### config.mk
export PLATFORM = sky130hd
export DESIGN_NAME = button_conditioner_flat
export DESIGN_NICKNAME = d
export VERILOG_FILES = /design/src/rtl/button_conditioner_if.sv /design/src/rtl/button_conditioner.sv /design/src/flat_wrapper.sv
export SDC_FILE = /design/constraint.sdc
export NUM_CORES = 1
export LEC_CHECK = 0
export ABC_AREA = 1
export CORE_AREA = 2 2 39 41
export DETAILED_ROUTE_END_ITERATION = 8
export DIE_AREA = 0 0 41 43
export SLEW_MARGIN = 20
export SYNTH_ARGS = -nofsm -noshare
export SYNTH_HDL_FRONTEND = slang
export SYNTH_SLANG_ARGS = --single-unit
### constraint.sdc
create_clock -name clk -period 1.3 [get_ports clk]
set_clock_uncertainty 0.05 [all_clocks]
set_input_delay 0.26 -clock clk [delete_from_list [all_inputs] [get_ports clk]]
set_output_delay 0.26 -clock clk [all_outputs]
set_load 0.01 [all_outputs]
### src/rtl/button_conditioner_if.sv
// Button-side signal bundle for button_conditioner: raw input plus the conditioned outputs.
// master drives the raw button; slave is the conditioner itself.
interface button_conditioner_if;
  logic       btn_in;
  logic       btn_level;
  logic       btn_pulse;
  logic [1:0] state_o;

  modport master (
    output btn_in,
    input  btn_level,
    input  btn_pulse,
    input  state_o
  );

  modport slave (
    input  btn_in,
    output btn_level,
    output btn_pulse,
    output state_o
  );
endinterface

### src/rtl/button_conditioner.sv
// Synchronizes and debounces a raw push-button into a clean level and a one-cycle press pulse.
// Optional macro BUTTON_CONDITIONER_AUTO_REPEAT_EN: a held button re-pulses every REPEAT_CYCLES cycles.
module button_conditioner #(
  parameter int DEBOUNCE_CYCLES = 4,
  parameter int REPEAT_CYCLES   = 8,
  parameter int CNT_W           = 4
) (
  input  logic                 clk,
  input  logic                 reset,
  button_conditioner_if.slave  bus
);

  typedef enum logic [1:0] {
    IDLE        = 2'b00,
    ARM_PRESS   = 2'b01,
    PRESSED     = 2'b10,
    ARM_RELEASE = 2'b11
  } state_t;

  localparam logic [CNT_W-1:0] DEB_LAST = CNT_W'(DEBOUNCE_CYCLES - 1);
`ifdef BUTTON_CONDITIONER_AUTO_REPEAT_EN
  localparam logic [CNT_W-1:0] REP_LAST = CNT_W'(REPEAT_CYCLES - 1);
`else
  localparam int unused_repeat_cycles = REPEAT_CYCLES;
`endif

  logic             sync0_q, sync1_q;
  state_t           state_q, state_d;
  logic [CNT_W-1:0] cnt_q, cnt_d;
  logic             level_q, level_d;
  logic             pulse_q, pulse_d;
  logic             cnt_last;

  assign cnt_last = (cnt_q == DEB_LAST);

  always_ff @(posedge clk or posedge reset) begin
    if (reset) begin
      sync0_q <= 1'b0;
      sync1_q <= 1'b0;
      state_q <= IDLE;
      cnt_q   <= '0;
      level_q <= 1'b0;
      pulse_q <= 1'b0;
    end else begin
      sync0_q <= bus.btn_in;
      sync1_q <= sync0_q;
      state_q <= state_d;
      cnt_q   <= cnt_d;
      level_q <= level_d;
      pulse_q <= pulse_d;
    end
  end

  always_comb begin
    state_d = state_q;
    case (state_q)
      IDLE:        if (sync1_q) state_d = ARM_PRESS;
      ARM_PRESS:   if (!sync1_q) state_d = IDLE;
                   else if (cnt_last) state_d = PRESSED;
      PRESSED:     if (!sync1_q) state_d = ARM_RELEASE;
      ARM_RELEASE: if (sync1_q) state_d = PRESSED;
                   else if (cnt_last) state_d = IDLE;
      default:     state_d = IDLE;
    endcase
  end

  // Counter clears on every state change; level only moves when an arming phase completes.
  always_comb begin
    cnt_d   = '0;
    level_d = level_q;
    pulse_d = 1'b0;
    if (state_d != state_q) begin
      if (state_q == ARM_PRESS && state_d == PRESSED) begin
        level_d = 1'b1;
        pulse_d = 1'b1;
      end else if (state_q == ARM_RELEASE && state_d == IDLE) begin
        level_d = 1'b0;
      end
    end else begin
      case (state_q)
        ARM_PRESS, ARM_RELEASE: cnt_d = cnt_q + 1'b1;
`ifdef BUTTON_CONDITIONER_AUTO_REPEAT_EN
        PRESSED: begin
          if (cnt_q == REP_LAST) pulse_d = 1'b1;
          else                   cnt_d   = cnt_q + 1'b1;
        end
`endif
        default: cnt_d = '0;
      endcase
    end
  end

  assign bus.btn_level = level_q;
  assign bus.btn_pulse = pulse_q;
  assign bus.state_o   = state_q;

endmodule
### src/flat_wrapper.sv
// flat-port wrapper written by rule: the top's interface ports become plain ports
module button_conditioner_flat 
#(
  parameter int DEBOUNCE_CYCLES = 4,
  parameter int REPEAT_CYCLES   = 8,
  parameter int CNT_W           = 4
)
  (clk, reset, bus_btn_in, bus_btn_level, bus_btn_pulse, bus_state_o);
  button_conditioner_if bus_i ();
  input  logic clk;
  input  logic reset;
  input wire logic [$bits(bus_i.btn_in)-1:0] bus_btn_in;
  output wire logic [$bits(bus_i.btn_level)-1:0] bus_btn_level;
  output wire logic [$bits(bus_i.btn_pulse)-1:0] bus_btn_pulse;
  output wire logic [$bits(bus_i.state_o)-1:0] bus_state_o;
  assign bus_i.btn_in = bus_btn_in;
  assign bus_btn_level = bus_i.btn_level;
  assign bus_btn_pulse = bus_i.btn_pulse;
  assign bus_state_o = bus_i.state_o;
  button_conditioner #(.DEBOUNCE_CYCLES(DEBOUNCE_CYCLES), .REPEAT_CYCLES(REPEAT_CYCLES), .CNT_W(CNT_W)) u_core (.clk(clk), .reset(reset), .bus(bus_i));
endmodule
=== After elaboration in Yosys (flattened, before gate mapping) ===
Cells that the tools add are included.
W data, S select, Z words.

* Divide/modulo/power cells: 0
* Shifts and indexed selects: 0
* Mux-type cells: 13
* Eq/ne operators: 6
* Reductions and logical operators: 7
* Bitwise operators: 0
* Multiply operators: 0
* Add/sub/neg operators: 1
* $lt $le $gt $ge: 0

{| class="wikitable"
|+ Operators with widths
! operator !! number
|-
| $mux W2 || 6
|-
| $mux W4 || 2
|-
| $pmux W2 S4 || 1
|-
| $eq A2 B2 Y1 const B || 3
|-
| $add A4 B1 Y4 const B || 1
|-
| $eq A4 B2 Y1 const B || 1
|-
| $logic_not A2 Y1 || 2
|-
| $mux W1 || 4
|-
| $eq A2 B1 Y1 const B || 1
|-
| $logic_and A1 B1 Y1 || 2
|-
| $ne A2 B2 Y1 || 1
|-
| $reduce_and A2 Y1 || 1
|-
| $reduce_bool A2 Y1 || 1
|-
| $reduce_or A2 Y1 || 1
|}

* Memory bits (read-only): 0
* RAM bits: 0
* Input bits: 3
* Latch bits: 0
* Register bits: 10
* Logic and storage cells: 33
* Memories: 0

=== Longest topological paths before layout ===
Gate-level depths: netlist (run 1).

* Depth after elaboration: 8
* Mapped depth: 7
* Depth with buffers taken out: 7

=== Worst setup path after synthesis (run 1) ===
Ideal clock, no wire load.

* Kind: reg-to-reg
* Start point: register u_core.cnt_q[0]
* End point: register u_core.state_q[1], in the netlist u_core.bus.state_o[1]
* Buffers on the path: 0
* Arrival: 931 ps
* Path slack: 202 ps
* Period minus slack after synthesis: 1098 ps
* Stages on the path, launching flop included: 8
* Path through: dfrtp_1 > ha_1 > inv_1 > nor2_4 > nand2_2 > nand2_1 > o21ai_1 > inv_1

* Word-level cells in the longest chain between the ends: 4

{| class="wikitable"
|+ Ends and longest elaborated chain
! element !! line !! source
|-
| from (decl) || button_conditioner.sv:29 || <nowiki>logic [CNT_W-1:0] cnt_q, cnt_d;</nowiki>
|-
| from (signal assigned) || button_conditioner.sv:48 || <nowiki>cnt_q <= cnt_d;</nowiki>
|-
| $eq A4 B2 Y1 (*) || button_conditioner.sv:34 || <nowiki>assign cnt_last = (cnt_q == DEB_LAST);</nowiki>
|-
| $mux W2, on equally long branches || button_conditioner.sv:62, button_conditioner.sv:59 ||
|-
| $mux W2, on equally long branches || button_conditioner.sv:61, button_conditioner.sv:58 ||
|-
| $pmux W2 S4 (*) || button_conditioner.sv:56 || <nowiki>case (state_q)</nowiki>
|-
| named net u_core.state_d[1] || button_conditioner.sv:28 || <nowiki>state_t state_q, state_d;</nowiki>
|-
| to (signal assigned) || button_conditioner.sv:47 || <nowiki>state_q <= state_d;</nowiki>
|-
| to (decl) || button_conditioner.sv:28 ||
|}

The timed path passes the listed nets; every way through them passes the cells marked *.
A chain may end at the register's enable or synchronous reset.

=== Final worst setup path (run 1) ===
* Start point: register u_core.state_q[1], in the netlist u_core.bus.state_o[1]
* End point: output port bus_state_o[1]

{| class="wikitable"
|+ RTL lines
! element !! line !! source
|-
| to (decl) || flat_wrapper.sv:15 || <nowiki>output wire logic [$bits(bus_i.state_o)-1:0] bus_state_o;</nowiki>
|}

No word-level cell between the ends.

==> flow_summary_export.csv, run 1 <==
group,metric,value,unit
global_route,grt_use_total,0.107,
worst_setup_path,critPathRequiredTime,0.99,ns
finish,drive_gt1_frac,0.200,
cts,clk_pin_slew,0.06,ns
yosys,ys_seq_area_frac,0.565,
cts,postCtsSetupBuffers,0,
sta,fmax,821,MHz
die,start_util,0.320,
yosys,synth_cells,49,
worst_setup_path,r2r_slack,0.12,ns
worst_setup_path,critPathMaxFanout,2,
yosys,synth_area_leader_cell,"dfrtp_1",
worst_setup_path,path_delay_family,"flip-flops",
sta,finalMaxSlewViolations,0,
global_route,grt_pass1_wl,1150,microns
cts,cts-root-buf,"clkbuf_4",
sta,min_period,1.22,ns
sta,setup_ws,0.0816,ns
cts,numCtsBuffers,3,
power_and_ir_drop,p_int,0.570,mW
worst_setup_path,cp.depth,1,
detailed_routing,vias,300,
sta,fin_crit_sh,0.937,
worst_setup_path,cp-end-kind,"output pin",
worst_setup_path,cp_slowest_stage_delay,0.37,ns
cts,clk_path_buf_depth,2,
detailed_routing,drcViolationCount,0,
detailed_routing,drtIter0Drc,3,
worst_setup_path,cpMaxStageDelayCell,"dfrtp_1",
sta,slew_headroom,0.751,
global_route,grt.overflow.total,0,
worst_setup_path,critical_path_buf_inv_count,1,
finish,antenna_cells,0,
power_and_ir_drop,p_clk_frac,0.253,
sta,hold_viol,0,
detailed_routing,ant_nets,0,
worst_setup_path,critPathLaunchType,"flip-flop",
yosys,yosysWarnings,0,
global_route,grt_pass1_vias,296,
run_status,status,"finished clean",
yosys,synth-seq-cells,10,
yosys,synthDistinctLibCells,14,
finish,final_nets,66,
sta,rsz0062_at_grt,"false",
die,die_height,43,microns
placement,portBuffers,6,
global_route,antenna_found_initial,0,
global_route,grt_max_degree,11,
cts,worstSkewPairLatency,0.26,ns
cts,cts_hold_buf,0,
die,coreArea,1380,sq um
sta,worst_pin_slew,0.373,ns
die,io_pins,7,
placement,pre_cts_ws,0.114,ns
cts,tritoncts,"built",
detailed_routing,dr.pass1.iters,2,
flow_run,maxCapViolCount,0,
finish,area_growth,25.4,%
die,die-area,1760,sq um
power_and_ir_drop,pwr_density_cell,1480,nW/um^2
worst_setup_path,rr_worst_depth,6,
cts,clkSinkCount,10,
yosys,synth_area_leaders,"dfrtp_1 56%, inv_1 8.5%, nand2_1 6.8%",
power_and_ir_drop,p_sw,0.250,mW
die,die_w,41,microns
power_and_ir_drop,ir_drop,0.595,mV
yosys,syn_avg_cell_area,9.04,sq um
worst_setup_path,cp.arrival,0.91,ns
detailed_routing,wl_per_cell,8.17,microns
power_and_ir_drop,pwr-share-seq,0.465,
cts,htreeDepth,1,
detailed_routing,routed_wl,621,microns
yosys,syn-cell-area,443,sq um
worst_setup_path,path_cells,"dlygate4sd2_1",
sta,setup_viol,0,
worst_setup_path,r2r-start,"u_core.cnt_q[0]",
sta,tns,0,ns
power_and_ir_drop,combPwrFrac,0.282,
placement,gp_congestion,0.661,
power_and_ir_drop,switching_share,0.305,
power_and_ir_drop,power_leakage,0.312,nW
yosys,netlist.area_leader.share,0.565,
hold_path,hold_path_class,"in2async",
yosys,syn-num-nets,53,
worst_setup_path,r2r-end,"u_core.cnt_q[3]",
detailed_routing,vias_per_cell,3.95,
worst_setup_path,setup.worst_path.class,"reg2out",
die,fp-row-count,14,
==> power groups by stage <==
stage | registers, mW | logic, mW | clock network (mW)
after floorplan | 0.414 | 0.114 | 0
after global placement | 0.388 | 0.253 | 0
after detailed placement | 0.389 | 0.255 | 0
after CTS | 0.382 | 0.235 | 0.217
after global routing | 0.388 | 0.263 | 0.228
final | 0.382 | 0.231 | 0.207
==> synth_stat cells <==
cell / number
nand2_1: 8
nand3_1: 3
dfrtp_1: 10
nand2_2: 1
a21oi_1: 1
nor2_4: 2
inv_1: 10
xor2_1: 1
o21ai_1: 1
inv_2: 2
nand3_2: 1
nor2_2: 1
nor2_1: 7
ha_1: 1
==> worst max path at each step <==
| stage | from | to | slack [ns] |
|---|---|---|---|
| 2_1_floorplan | u_core.cnt_q[0] | u_core.bus.state_o[1] | 0.20 |
| 3_3_place_gp | u_core.cnt_q[0] | u_core.bus.state_o[1] | 0.13 |
| 3_5_place_dp | u_core.cnt_q[0] | u_core.cnt_q[0] | 0.11 |
| 4_1_cts | u_core.bus.state_o[0] | bus_state_o[0] | 0.07 |
| 5_1_grt | u_core.cnt_q[0] | u_core.cnt_q[1] | 0.02 |
| 6_report | u_core.bus.state_o[1] | bus_state_o[1] | 0.08 |
==> flip-flops by register name (all words and copies together) (netlist names) <==
signal,flops
u_core.cnt_q,4
u_core.bus.state_o,2
u_core.bus.btn_level,1
u_core.bus.btn_pulse,1
u_core.sync0_q,1
u_core.sync1_q,1
==> per-stage QoR <==
stage	std cells	utilization	cell area, sq um	hold WS, ns	total power [mW]
finish	76	0.401	556	0.217	0.820
global route	76	0.401	556	0.277	0.879
CTS	76	0.401	556	0.232	0.835
detailed placement	73	0.389	538	0.292	0.644
global placement	73	0.389	538	0.285	0.641
floorplan	49	-	443	0.0502	0.528
==> layout by cell type (no fill, tap or decap) <==
cell type	n
a21oi_1	1
buf_4	2
clkbuf_4	3
clkdlybuf4s50_1	2
dfrtp_1	10
dlygate4sd2_1	4
ha_1	1
inv_1	10
inv_2	2
nand2_1	8
nand2_2	1
nand3_1	3
nand3_2	1
nor2_1	7
nor2_2	1
nor2_4	2
o21ai_1	1
xor2_1	1
==> cell type report <==
type | instances | area, sq um
clock buffers | 3 | 22.5
fillers | 137 | 828
inverters | 12 | 45.0
multi-input cells | 27 | 148
flip-flops and latches | 10 | 250
well taps | 16 | 20.0
repair buffers | 8 | 70.1
==> kinds of logic (layout without fill, tap and decap cells) <==
group           after synthesis  in the layout  share of synthesized area
xor+xnor                      1              1                     0.0198
simple gates                 23             23                      0.263
flops                        10             10                      0.565
fa+ha+maj                     1              1                     0.0282
buf+inv                      12             23                      0.102
compound gates                2              2                     0.0226
==> timing repair <==
item,CTS,global route
endpoints found under the setup margin,4,0
endpoints found under the hold margin,0,0
gates resized for setup,4,0
==> metal layers <==
metal  vias up  GRT usage  share of wire
li1        165          -              -
met5         -          0              0
met2         4      0.122           0.49
met4         0      0.100              0
met1       131      0.142           0.48
met3         0     0.0471          0.031
Power figures use the tool's default switching activity.
==> inputs of run 2 (changes only) <==
MAX_ROUTING_LAYER = met4   (was unset)
==> results of run 2 <==
The final DEF is identical to that of run 1; final timing and power are the same.
Main changes from that run: final weighted congestion in routability-driven placement 0.661 -> 0.667; overall routing resource usage 0.107 -> 0.110
